<file path="src/rtl/vending_ctrl.sv">
`default_nettype none
// ============================================================================
// vending_ctrl : multi-item vending machine controller with coin credit,
//                timed dispense/wait phases and coin-by-coin change return.
// Revision     : 1.0
// ============================================================================
module vending_ctrl #(
  parameter int                   N_ITEMS  = 4,
  parameter logic [8*N_ITEMS-1:0] PRICES   = 32'h140C_0803,
  parameter int                   QTY_W    = 4,
  parameter int                   TIME_1S  = 50_000_000,
  parameter int                   OUT_SEC  = 5,
  parameter int                   WAIT_SEC = 5,
  localparam int                  SEL_W    = (N_ITEMS > 1) ? $clog2(N_ITEMS) : 1
) (
  input  logic             clk,
  input  logic             rst,
  input  logic             key_sel,
  input  logic             key_inc,
  input  logic             key_ok,
  input  logic             key_cancel,
  input  logic             key_coin1,
  input  logic             key_coin5,
  output logic [5:0]       state,
  output logic [SEL_W-1:0] sel_idx,
  output logic [QTY_W-1:0] qty_sel,
  output logic [9:0]       total,
  output logic [9:0]       money_in,
  output logic [9:0]       change,
  output logic             coin5_ret,
  output logic             coin1_ret,
  output logic [3:0]       led,
  output logic             beep_en
);

  typedef enum logic [5:0] {
    ST_IDLE   = 6'b000001,
    ST_SELECT = 6'b000010,
    ST_INCOIN = 6'b000100,
    ST_WAIT   = 6'b001000,
    ST_OUT    = 6'b010000,
    ST_RETURN = 6'b100000
  } state_t;

  localparam logic [SEL_W-1:0] SEL_MAX = SEL_W'(N_ITEMS - 1);

  state_t           state_q,  state_d;
  logic [SEL_W-1:0] sel_q,    sel_d;
  logic [QTY_W-1:0] qty_q [N_ITEMS];
  logic [QTY_W-1:0] qty_d [N_ITEMS];
  logic [9:0]       total_q,  total_d;
  logic [9:0]       money_q,  money_d;
  logic [9:0]       change_q, change_d;
  logic [3:0]       led_q,    led_d;
  logic             beep_q,   beep_d;
  logic             coin5_q,  coin5_d;
  logic             coin1_q,  coin1_d;
  logic [31:0]      cyc_q,    cyc_d;
  logic [31:0]      sec_q,    sec_d;

  logic [31:0] sum;
  logic [2:0]  coin_add;
  logic [10:0] money_sum;
  logic [9:0]  money_plus;
  logic        timed;
  logic        tick;
  logic        expire;
  logic [31:0] dur;

  // Order price is recomputed every cycle from the quantity table.
  always_comb begin
    sum = '0;
    for (int i = 0; i < N_ITEMS; i++) begin
      sum = sum + 32'(qty_q[i]) * 32'(PRICES[8*i +: 8]);
    end
    total_d = (sum > 32'd1023) ? 10'd1023 : sum[9:0];
  end

  always_comb begin
    coin_add   = (key_coin1 ? 3'd1 : 3'd0) + (key_coin5 ? 3'd5 : 3'd0);
    money_sum  = 11'(money_q) + 11'(coin_add);
    money_plus = (money_sum > 11'd1023) ? 10'd1023 : money_sum[9:0];
    timed      = (state_q == ST_WAIT) || (state_q == ST_OUT);
    tick       = timed && (cyc_q == 32'(TIME_1S - 1));
    dur        = (state_q == ST_OUT) ? 32'(OUT_SEC) : 32'(WAIT_SEC);
    expire     = tick && (sec_q == dur - 32'd1);
  end

  always_comb begin
    state_d  = state_q;
    sel_d    = sel_q;
    qty_d    = qty_q;
    money_d  = money_q;
    change_d = change_q;
    led_d    = led_q;
    beep_d   = 1'b0;
    coin5_d  = 1'b0;
    coin1_d  = 1'b0;

    if (tick) begin
      led_d = (state_q == ST_OUT) ? {led_q[2:0], ~led_q[3]} : {~led_q[0], led_q[3:1]};
    end

    case (state_q)
      ST_IDLE: begin
        if (key_sel) begin
          state_d = ST_SELECT;
          sel_d   = '0;
        end
      end
      ST_SELECT: begin
        if (key_cancel) begin
          state_d = ST_IDLE;
          for (int i = 0; i < N_ITEMS; i++) qty_d[i] = '0;
        end else if (key_ok) begin
          if (total_q != 10'd0) state_d = ST_INCOIN;
        end else if (key_sel) begin
          sel_d = (sel_q == SEL_MAX) ? '0 : sel_q + SEL_W'(1);
        end else if (key_inc) begin
          if (!(&qty_q[sel_q])) qty_d[sel_q] = qty_q[sel_q] + QTY_W'(1);
        end
      end
      ST_INCOIN: begin
        if (key_cancel) begin
          state_d  = ST_RETURN;
          change_d = money_q;
        end else begin
          money_d = money_plus;
          // Sufficiency is judged on the credit held before this cycle's coins.
          if (key_ok) state_d = (money_q >= total_q) ? ST_OUT : ST_WAIT;
        end
      end
      ST_WAIT: begin
        if (key_cancel) begin
          state_d  = ST_RETURN;
          change_d = money_q;
        end else begin
          money_d = money_plus;
          if (expire) begin
            if (money_q >= total_q) begin
              state_d = ST_OUT;
            end else begin
              state_d  = ST_RETURN;
              change_d = money_q;
            end
          end
        end
      end
      ST_OUT: begin
        if (expire) begin
          state_d  = ST_RETURN;
          change_d = money_q - total_q;
          beep_d   = 1'b1;
        end
      end
      ST_RETURN: begin
        if (change_q >= 10'd5) begin
          coin5_d  = 1'b1;
          change_d = change_q - 10'd5;
        end else if (change_q != 10'd0) begin
          coin1_d  = 1'b1;
          change_d = change_q - 10'd1;
        end else begin
          state_d = ST_IDLE;
          money_d = '0;
          sel_d   = '0;
          led_d   = 4'b0000;
          for (int i = 0; i < N_ITEMS; i++) qty_d[i] = '0;
        end
      end
      default: state_d = ST_IDLE;
    endcase

    if ((state_d == ST_OUT) && (state_q != ST_OUT)) led_d = 4'b0000;

    if ((state_d != state_q) || !timed) begin
      cyc_d = '0;
      sec_d = '0;
    end else if (tick) begin
      cyc_d = '0;
      sec_d = sec_q + 32'd1;
    end else begin
      cyc_d = cyc_q + 32'd1;
      sec_d = sec_q;
    end
  end

  always_ff @(posedge clk) begin
    if (rst) begin
      state_q  <= ST_IDLE;
      sel_q    <= '0;
      for (int i = 0; i < N_ITEMS; i++) qty_q[i] <= '0;
      total_q  <= '0;
      money_q  <= '0;
      change_q <= '0;
      led_q    <= 4'b0000;
      beep_q   <= 1'b0;
      coin5_q  <= 1'b0;
      coin1_q  <= 1'b0;
      cyc_q    <= '0;
      sec_q    <= '0;
    end else begin
      state_q  <= state_d;
      sel_q    <= sel_d;
      qty_q    <= qty_d;
      total_q  <= total_d;
      money_q  <= money_d;
      change_q <= change_d;
      led_q    <= led_d;
      beep_q   <= beep_d;
      coin5_q  <= coin5_d;
      coin1_q  <= coin1_d;
      cyc_q    <= cyc_d;
      sec_q    <= sec_d;
    end
  end

  assign state     = state_q;
  assign sel_idx   = sel_q;
  assign qty_sel   = qty_q[sel_q];
  assign total     = total_q;
  assign money_in  = money_q;
  assign change    = change_q;
  assign coin5_ret = coin5_q;
  assign coin1_ret = coin1_q;
  assign led       = led_q;
  assign beep_en   = beep_q;

endmodule
`default_nettype wire

</file>
<file path="config.mk">
export PLATFORM = sky130hd
export DESIGN_NAME = vending_ctrl
export DESIGN_NICKNAME = d
export VERILOG_FILES = /design/src/rtl/vending_ctrl.sv
export SDC_FILE = /design/constraint.sdc
export NUM_CORES = 1
export LEC_CHECK = 0
export ABC_CLOCK_PERIOD_IN_PS = 4500
export BUFFER_PORTS_ARGS = -buffer_cell sky130_fd_sc_hd__buf_4
export CORE_UTILIZATION = 35
export CTS_CLUSTER_SIZE = 8
export DETAILED_ROUTE_END_ITERATION = 7
export HOLD_SLACK_MARGIN = 0.02
export MAX_ROUTING_LAYER = met4
export PLACE_DENSITY_LB_ADDON = 0.15
export SLEW_MARGIN = 20
export SYNTH_ARGS = -nofsm -noshare
export SYNTH_HDL_FRONTEND = slang
export SYNTH_SLANG_ARGS = --single-unit
</file>
<file path="constraint.sdc">
create_clock -name clk -period 4.5 [get_ports clk]
set_clock_uncertainty 0.15 [all_clocks]
set_input_delay 0.9 -clock clk [delete_from_list [all_inputs] [get_ports clk]]
set_output_delay 0.9 -clock clk [all_outputs]
set_load 0.01 [all_outputs]
</file>
# After elaboration in Yosys (flattened, before gate mapping)
# Cells that the tools add are included.
# Widths: inputs -> output; s select.
# totals
register_bits	125
inputBits	8
out_inout_bits	49
word_cells	154
# classes
add_sub_neg	12
n_mul	3
order_cmp	6
eq_ne	28
n_mux	60
bitwise_logic	5
reduce_logical	25
# ops
op	n
$mux 10	12
$mux 16	7
$mux 6	12
$add 32x1->32 const B	2
$pmux 10 s4	1
$pmux 6 s6	1
$eq 32x26->1 const B	1
$eq 32x3->1 const B	1
$mux 4	8
$pmux 16 s2	1
$ne 3x3->1 const B	7
$pmux 10 s2	1
$reduce_bool 10->1	2
$ne 2x2->1 const B	9
$bwmux 16	1
$mux 2	7
$reduce_and 7->1	2
$eq 6x5->1 const B	2
$mul 4x2->6 const B	2
$add 10x3->11	1
$gt 11x10->1 const B	1
$add 9x9->10	1
$ge 10x10->1	1
$ge 10x3->1 const B	1
other kinds (38)	55

# Longest topological paths before layout
# Gate-level depths: netlist of run 1.
# logic_depth
depth_word	12
mapped_depth	15
depth_no_buf	15

# Worst setup path after synthesis of run 1
# No wires, ideal clock.
# synth_timing
path_type	register -> register
from	reg qty_q[4] (netlist name)
to	reg total_q[9], in the netlist total[9]
setup_ps	128
t_arrival_ps	3341
required_time_ps	4222
setup_slack_ps	882
stages_incl_launch_ff	15
path_buffers	0
synth_period_minus_slack_ps	3618
cell_sequence	dfxtp_1 > ha_1 > inv_1 > fa_1 > xnor2_1 > fa_1 > fa_1 > inv_1 > ha_1 > a21o_1 > a21o_1 > a21o_1 > a21oi_1 > xor2_1 > nor2_1
# synth_via
elab_chain_cells	5
# synth_lines
element	line_no	rtl
start, declared	49	logic [QTY_W-1:0] qty_q [N_ITEMS];
start signal, assigned	205	qty_q <= qty_d;
$mul 4x2->6 (*)	74	sum = sum + 32'(qty_q[i]) * 32'(PRICES[8*i +: 8]);
$add 8x8->9 (*)	74	
$add 9x9->10 (*)	74	
$gt 10x10->1	76	total_d = (sum > 32'd1023) ? 10'd1023 : sum[9:0];
$mux 10 (*)	76	
end signal, assigned	206	total_q <= total_d;
end, declared	51	logic [9:0] total_q, total_d;
# Every way passes the cells marked *; elsewhere a longest branch is shown, timed or not.
# A chain may end at the register's enable or synchronous reset.

# Worst setup path after layout of run 1
# Ends and elaborated chain as after synthesis.

==> run metrics, run 1 <==
Yosys top cell area share 0.336; cell chain of the critical path ha_1, inv_1, fa_1, xnor2_1, fa_1, fa_1, inv_1, ha_1, a21o_1, a21o_1, a21o_1, a21oi_1, xor2_1, nor2_1; main flop type after synthesis dfxtp_1; area of the core 0.0206 mm2; Total Neg Setup Slack 0 ps; Lkg Pwr 3.28 nW; cts hold-fix bufs 0; asr flop ratio synth 0; net count after synthesis 969; CTS Buf Count 17; hold path startpoint sec_q[11]; Post-CTS Resized 0; DR pass1 iterations 5; metal3 WL 669 um; slew at the pin closest to its max-slew limit 805 ps; antenna-violating nets left 0; top layer in use met4; DRT iter0 DRCs 307; VDD IR-drop max 0.193 mV; Fmax 264 MHz; status complete, no violations; Die Footprint 0.0219 mm2; GRT Total Usage 0.187; Final Util 0.422; Pins Over Slew Limit 0; Hold Path Class reg2reg; most common cell in the netlist nor2_1; number of setup violations in the final report 0; Clk Latency, worst-skew pair 410 ps; hpwl dp 13.7 mm; r2r setup slk 720 ps; Metal-1 WL 9.48 mm; kind of critical path reg2reg; vias in the first global route 6125; CP max-delay cell fa_1; first-pass GRT wire length 31.4 mm; Setup Buffers After CTS 0; R2R depth 14; crit share post-route 0.840; clock slew at reported path FFs 60 ps; vias per cell 5.16; Syn Area/Cell 8.26 um2; hold depth 2; Synth top cells by count 132 x nor2_1, 125 x dfxtp_1, 70 x inv_1, 47 x o21ai_0, 46 x nand2_1; Seq/Total Area, Yosys 0.336; Worst slew margin 0.449; CTS tree done; Routed WL 18.8 mm; Die H 148 um; antenna violations before repair 0; FF-to-FF Start qty_q[4]; cell area after synthesis 0.00745 mm2; Synth Register Bits 125; Crit. End Element flip-flop; Worst Setup SP qty_q[4]; Final min period 3780 ps; CP Launch Type flip-flop; Syn Inst Count 902; Post-synth EDFFs 0; DR DRC count 0; Nets 1013; Die X 148 um; WHS Endpoint sec_q[11]; CP peak stage delay 540 ps; Layout area overhead 16.4%; reg2reg end total[9]; max cap viols 0; largest net degree at the start of global routing 59; I/O Pins 57; synth top area cells dfxtp_1 34%, ha_1 7.4%, nor2_1 6.7%; CTS H-tree depth 4; gpl congestion 0.849; total number of vias 6323; DR WL met2 8.39 mm; Buffers on Ports 56; Initial Util 0.362; Worst Path Arrival 3910 ps; Max clock buf depth 2; CTS sink count 125; Yosys top cell by area dfxtp_1; layout cells sized above 1 0.110; endpoints failing hold 0; WL per Instance 15.4 um; global route overflow 0; diodes inserted 0; Root Driver clkbuf_16; synth unique cells 65; Rows 52; FILL cells 2172; Warnings, synthesis 0; unrepaired setup endpoints after global routing no; Pwr Total 2.55 mW; PD cells 294 mW/mm2; required time worst endpoint 4630 ps; Worst Path Max Fanout 4
==> worst max-delay path by stage <==
stage                           to  cells past startpoint
after floorplan           total[9]                     14
after global placement    total[9]                     14
after detailed placement  total[9]                     14
after CTS                 total[9]                     14
after global routing      total[9]                     14
final                     total[9]                     14
==> registers in the layout (all words and copies together) (netlist names) <==
name       flops
beep_en        1
change        10
coin1_ret      1
coin5_ret      1
cyc_q         32
led            4
money_in      10
qty_q         16
sec_q         32
sel_idx        2
state          6
total         10
==> cell usage in the layout, fill, tap and decap left out, drive strengths merged, types with 14 or more instances in the layout <==
| cell type | count |
|---|---|
| a21oi | 45 |
| a22oi | 20 |
| and3 | 14 |
| buf | 60 |
| clkbuf | 22 |
| dfxtp | 125 |
| fa | 15 |
| ha | 44 |
| inv | 70 |
| nand2 | 46 |
| nand3 | 36 |
| nand4 | 21 |
| nor2 | 132 |
| nor3 | 24 |
| nor4 | 15 |
| o21ai | 48 |
| or3 | 23 |
| xnor2 | 31 |
| xor2 | 35 |
==> worst max-delay path, delay by kind of cell (launching register included) <==
| family | cells | cell delay (ps) |
|---|---|---|
| xor gates and xnor gates | 2 | 370 |
| buffers and inverters | 2 | 120 |
| DFF | 1 | 410 |
| adders and majority gates | 5 | 1870 |
| AOI/OAI and AO/OA | 4 | 670 |
| and+or+nand+nor | 1 | 50 |
==> where the power goes <==
part	switching (mW)	leakage (nW)	internal, mW
clock	0.481	0.292	0.903
sequential	0.00608	1.01	1.11
combinational	0.0319	1.98	0.0204
==> metrics by stage <==
stage	instance area, um2	setup slack (ps)	hold slack [ps]	cells
4_1_cts	8670	677	338	1226
2_1_floorplan	7450	882	287	902
6_report	8670	719	347	1226
3_5_place_dp	8080	684	324	1197
3_3_place_gp	8080	722	312	1197
5_1_grt	8670	473	369	1226
==> cells by family after synthesis <==
| group | synth area share |
|---|---|
| flops | 0.336 |
| simple gates | 0.248 |
| buf+inv | 0.0565 |
| compound gates | 0.149 |
| mux | 0.0190 |
| xor+xnor | 0.0776 |
| fa+ha+maj | 0.114 |
==> per-layer routing <==
layer,up-vias,track usage
met3,19,0.0367
met5,-,-
met4,0,0.0521
met1,2960,0.249
met2,95,0.287
li1,3249,-
==> area by class of cell <==
| type | instances | area, um2 | area share |
|---|---|---|---|
| inverter | 70 | 263 | 0.0303 |
| clock inverter | 7 | 114 | 0.0131 |
| timing repair buffer | 60 | 450 | 0.0520 |
| tap | 270 | 338 | 0.0390 |
| sequential | 125 | 2500 | 0.289 |
| multi-input combinational | 672 | 4530 | 0.522 |
| clock buffer | 22 | 474 | 0.0547 |
Power figures use the tool's default switching activity.
==> inputs of run 2 (changes only) <==
--- a/config.mk
+++ b/config.mk
@@ -5,7 +5,7 @@
 export SDC_FILE = /design/constraint.sdc
 export NUM_CORES = 1
 export LEC_CHECK = 0
-export ABC_CLOCK_PERIOD_IN_PS = 4500
+export ABC_CLOCK_PERIOD_IN_PS = 3600
 export BUFFER_PORTS_ARGS = -buffer_cell sky130_fd_sc_hd__buf_4
 export CORE_UTILIZATION = 35
 export CTS_CLUSTER_SIZE = 8
==> constraint.sdc (replaced) <==
create_clock -name clk -period 3.6 [get_ports clk]
set_clock_uncertainty 0.15 [all_clocks]
set_input_delay 0.72 -clock clk [delete_from_list [all_inputs] [get_ports clk]]
set_output_delay 0.72 -clock clk [all_outputs]
set_load 0.01 [all_outputs]
==> run 2 against run 1 <==
Compared with the run above: first-iteration DRC count up 57%; hold slack worse by 2.7 ps; clock power rose by 35%; core utilization is 1.2 points higher; routed wire length rose by 2.1%; critical path depth unchanged; worst setup slack worse by 610 ps; highest routed layer unchanged; power grew 30%; global-route usage increased by 0.56 points.
==> run metrics, run 2 (same netlist as run 1, synthesis figures left out) <==
diodes inserted 0; grt met2 use 0.296; Crit. End Element flip-flop; reg2reg end total[8]; Nets 1032; global route overflow 0; I/O Pins 57; kind of critical path reg2reg; required time worst endpoint 3750 ps; Hold Path Class reg2reg; PD cells 373 mW/mm2; CP peak stage delay 560 ps; R2R depth 14; CTS Buf Count 17; first-pass GRT wire length 32.3 mm; vias in the first global route 6202; CP Launch Type flip-flop; Die H 148 um; Final Util 0.434; Net Sw Frac 0.205; clock power share 0.560; most used cell, CP inv_2; vias per cell 5.19; most frequent cells in the layout 132 x nor2_1, 123 x dfxtp_1, 79 x buf_4; max cap viols 0; Layout area overhead 19.7%; GR Util met3 0.0309; slew at the pin closest to its max-slew limit 1060 ps; Max clock buf depth 2; total number of vias 6471; Root Driver clkbuf_16; layout cells sized above 1 0.143; met1 Use GR 0.255; Worst slew margin 0.278; Regs by FF count cyc_q (32), sec_q (32), qty_q (16); WHS Endpoint cyc_q[0]; hold path startpoint cyc_q[0]; unrepaired setup endpoints after global routing yes; r2r setup slk 110 ps; WL per Instance 15.4 um; hold depth 1; endpoints failing hold 0; GRT Total Usage 0.193; Worst Path Max Fanout 2; CTS sink count 125; Lkg Pwr 3.38 nW; Die X 148 um; largest net degree at the start of global routing 36; number of setup violations in the final report 0; Clk Latency, worst-skew pair 420 ps; Pins Over Slew Limit 0; cts hold-fix bufs 0; Multi-input gate area 0.00457 mm2; clock slew at reported path FFs 60 ps; cell chain of the critical path ha_4, inv_2, fa_2, inv_2, fa_1, inv_2, fa_1, inv_2, ha_4, fa_2, a21o_1, a21oi_2, xor2_1, nor2_1; Top Usage Layer GRT met2; Buf/Inv on CP 4; Buffers on Ports 56; delay-heaviest family, CP adder cells; antenna violations before repair 0; CTS tree done; Reg power frac 0.419; FF-to-FF Start qty_q[4]; register area 0.00251 mm2; FILL cells 2140; Die Footprint 0.0219 mm2; Initial Util 0.362; VDD IR-drop max 0.278 mV; hpwl dp 14.0 mm; Worst Path Arrival 3640 ps; CP max-delay cell fa_2; hold slack 345 ps; DRT iter0 DRCs 481; Fmax 286 MHz; status complete, no violations; Int Pwr 2.64 mW; DR pass1 iterations 6; gpl congestion 0.825; crit share post-route 0.971; Switch Pwr 0.681 mW; leading cell type in the layout, fill and taps excluded nor2_1; CTS H-tree depth 4; DR DRC count 0; Rows 52; antenna-violating nets left 0; area of the core 0.0206 mm2; Routed WL 19.2 mm; Combinational Power Share 0.021; Final min period 3490 ps
[run 2: cell count changes in the layout (fill, tap and decap cells not counted), moves of 2 or more]
cell and change:
ha_4 +2, inv_2 +4, inv_1 -4, a21oi_2 +2, fa_2 +2, ha_1 -2, buf_4 +19, clkinvlp_4 +4
dfxtp_1 -2, fa_1 -2, a21oi_1 -2
[run 2: per-stage QoR]
step | total power [mW] | cell area [um2] | worst slack (ps) | TNS (ps) | cells
finish | 3.32 | 8910 | 106 | 0 | 1248
floorplan | 1.46 | 7450 | 9.22 | 0 | 902
detailed placement | 1.49 | 8220 | -56.6 | -108 | 1215
CTS | 3.37 | 8880 | 21.6 | 0 | 1247
global placement | 1.49 | 8220 | -45.5 | -53.1 | 1215
global route | 3.44 | 8910 | -60.4 | -91.4 | 1248
[run 2: routing by layer]
layer,up-vias,share of wire
met4,0,0.016
li1,3301,-
met1,3041,0.51
met2,108,0.45
met5,-,0
met3,21,0.030
[run 2: power groups by stage]
stage                     clock [mW]  sequential (mW)  combinational, mW
after floorplan                    0             1.42             0.0436
after global placement             0             1.42             0.0687
after detailed placement           0             1.42             0.0685
after CTS                       1.91             1.39             0.0687
after global routing            1.97             1.39             0.0763
final                           1.86             1.39             0.0687
[run 2: final cells by class]
| class | count | area share |
|---|---|---|
| clock buffers | 22 | 0.0543 |
| clock inverters | 10 | 0.0180 |
| inverters | 70 | 0.0295 |
| multi-input cells | 672 | 0.513 |
| flip-flops and latches | 125 | 0.281 |
| well taps | 270 | 0.0379 |
| repair buffers | 79 | 0.0665 |
[run 2: what timing repair did]
action / 4_1_cts / 5_1_grt
resized for setup: 7 / 7
setup endpoints to repair: 2 / 2
setup buffers: 0 / 1
pin swaps: 1 / 10
[run 2: how the worst max path moves through the flow]
stage	from	end	slack, ps	depth (start not counted)
final	qty_q[4]	total[8]	110	14
after global routing	qty_q[5]	total[8]	-60	14
after CTS	qty_q[5]	total[8]	20	14
after detailed placement	qty_q[5]	total[9]	-60	14
after global placement	qty_q[5]	total[9]	-50	14
after floorplan	qty_q[4]	total[9]	9	14
==> inputs of run 3 (changes only) <==
--- a/config.mk
+++ b/config.mk
@@ -10,9 +10,11 @@
 export CORE_UTILIZATION = 35
 export CTS_CLUSTER_SIZE = 8
 export DETAILED_ROUTE_END_ITERATION = 7
+export GPL_TIMING_DRIVEN = 0
 export HOLD_SLACK_MARGIN = 0.02
 export MAX_ROUTING_LAYER = met4
 export PLACE_DENSITY_LB_ADDON = 0.15
+export SETUP_SLACK_MARGIN = 0.5
 export SLEW_MARGIN = 20
 export SYNTH_ARGS = -nofsm -noshare
 export SYNTH_HDL_FRONTEND = slang
==> run 3 against run 2 <==
Compared with the run above: final cell count is 2.2% higher; non-clock buffer count is 28 higher; sequential share of layout area is 0.38 points lower; combinational power is 14% higher; power is 5.1% lower; register-to-register slack hardly changed; die area stayed put; count of clock-buffer cells in the layout is 3 higher; critical path depth stayed put; core utilization is 0.66 points higher; largest cell class unchanged.
==> run metrics, run 3 (same netlist as run 1, synthesis figures left out) <==
CTS Buf Count 17; unrepaired setup endpoints after global routing yes; Routed WL 20.3 mm; I/O Pins 57; Pins Over Slew Limit 0; Buffers on Ports 56; Rows 52; Net Sw Frac 0.213; gpl congestion 0.870; endpoints failing hold 0; total number of vias 6598; slew at the pin closest to its max-slew limit 971 ps; dpl ws -20.5 ps; layout cells sized above 1 0.148; Die X 148 um; CTS tree done; Multi-input gate area 0.00465 mm2; PD cells 348 mW/mm2; Buf/Inv on CP 3; most frequent cells in the layout 132 x nor2_1, 122 x dfxtp_1, 68 x buf_4; Int Pwr 2.48 mW; Final min period 3510 ps; CP max-delay cell fa_1; Crit. End Element flip-flop; leading cell type in the layout, fill and taps excluded nor2_1; Nets 1060; vias per cell 5.17; Worst Setup SP qty_q[5]; Switch Pwr 0.671 mW; Layout area overhead 21.5%; Combinational Power Share 0.025; Final Util 0.440; clock power share 0.534; Hold Path Class reg2reg; Lkg Pwr 3.40 nW; Worst Path Arrival 3650 ps; FF-to-FF Start qty_q[5]; CP peak stage delay 510 ps; vias in the first global route 6350; VDD IR-drop max 0.240 mV; WL per Instance 15.9 um; hpwl dp 14.7 mm; Worst slew margin 0.336; CTS sink count 125; first-pass GRT wire length 32.8 mm; Die H 148 um; crit share post-route 0.974; number of setup violations in the final report 0; Max clock buf depth 2; cts hold-fix bufs 0; Total Neg Setup Slack 0 ps; area of the core 0.0206 mm2; FILL cells 2109; max cap viols 0; CTS H-tree depth 4; Fmax 285 MHz; Initial Util 0.362; worst setup slack after layout 94.7 ps; diodes inserted 0; required time worst endpoint 3740 ps; kind of critical path reg2reg; Die Footprint 0.0219 mm2; largest net degree at the start of global routing 17; CP Launch Type flip-flop; most used cell, CP a21o_1; DR pass1 iterations 5; DR DRC count 0; DRT iter0 DRCs 374; delay-heaviest family, CP adder cells; cell chain of the critical path buf_6, inv_4, fa_2, xnor2_2, fa_1, fa_1, inv_2, ha_4, a21o_1, a21o_1, a21o_1, a21oi_2, xor2_1, nor2_1; register area 0.00251 mm2; Root Driver clkbuf_16; Regs by FF count cyc_q (32), sec_q (32), qty_q (16); Clk Latency, worst-skew pair 420 ps; global route overflow 0; Worst Path Max Fanout 3; hold path startpoint cyc_q[0]; Reg power frac 0.441; antenna violations before repair 0; status complete, no violations; antenna-violating nets left 0; GRT Total Usage 0.199; clock slew at reported path FFs 60 ps
-- run 3: per-stage QoR --
step	instance area, um2	power [mW]	instances	hold slack, ps
floorplan	7490	1.46	902	287
global placement	8250	1.50	1228	309
detailed placement	8250	1.50	1228	312
CTS	8930	3.19	1268	326
global route	9050	3.27	1275	342
finish	9050	3.15	1275	324
-- run 3: what timing repair did --
item | in CTS | in global routing
endpoints found under the setup margin | 36 | 91
pin swaps | 16 | 11
setup buffers | 9 | 7
gates cloned | 0 | 0
gates resized for setup | 13 | 15
hold endpoints to repair | 0 | 0
-- run 3: path summary, 6_finish.rpt --
kind              end  slack, ps  cells past startpoint
min reg2reg  cyc_q[0]        320                      1
max reg2reg  total[9]         90                     14
max          total[9]         90                     14
min          cyc_q[0]        320                      1
-- run 3: power groups by stage --
stage,sequential (mW),clock [mW],combinational [mW]
after floorplan,1.42,0,0.0436
after global routing,1.39,1.79,0.0870
final,1.39,1.68,0.0786
after detailed placement,1.42,0,0.0759
after global placement,1.42,0,0.0754
after CTS,1.39,1.72,0.0770
-- run 3: metal layers --
layer | vias up | wire (um) | global-route usage | part of all wire
met1 | 3073 | 9830 | 0.263 | 0.49
met5 | - | 0 | - | 0
met4 | 0 | 280 | 0.0619 | 0.014
li1 | 3357 | - | - | -
met2 | 148 | 9280 | 0.307 | 0.46
met3 | 20 | 866 | 0.0386 | 0.043
-- run 3: final cells by class --
| type | instances | area share |
|---|---|---|
| Timing Repair Buffer | 72 | 0.0614 |
| Clock inverter | 6 | 0.00940 |
| Sequential cell | 125 | 0.277 |
| Buffer | 35 | 0.0178 |
| Clock buffer | 25 | 0.0536 |
| Tap cell | 270 | 0.0373 |
| Inverter | 70 | 0.0293 |
| Multi-Input combinational cell | 672 | 0.514 |
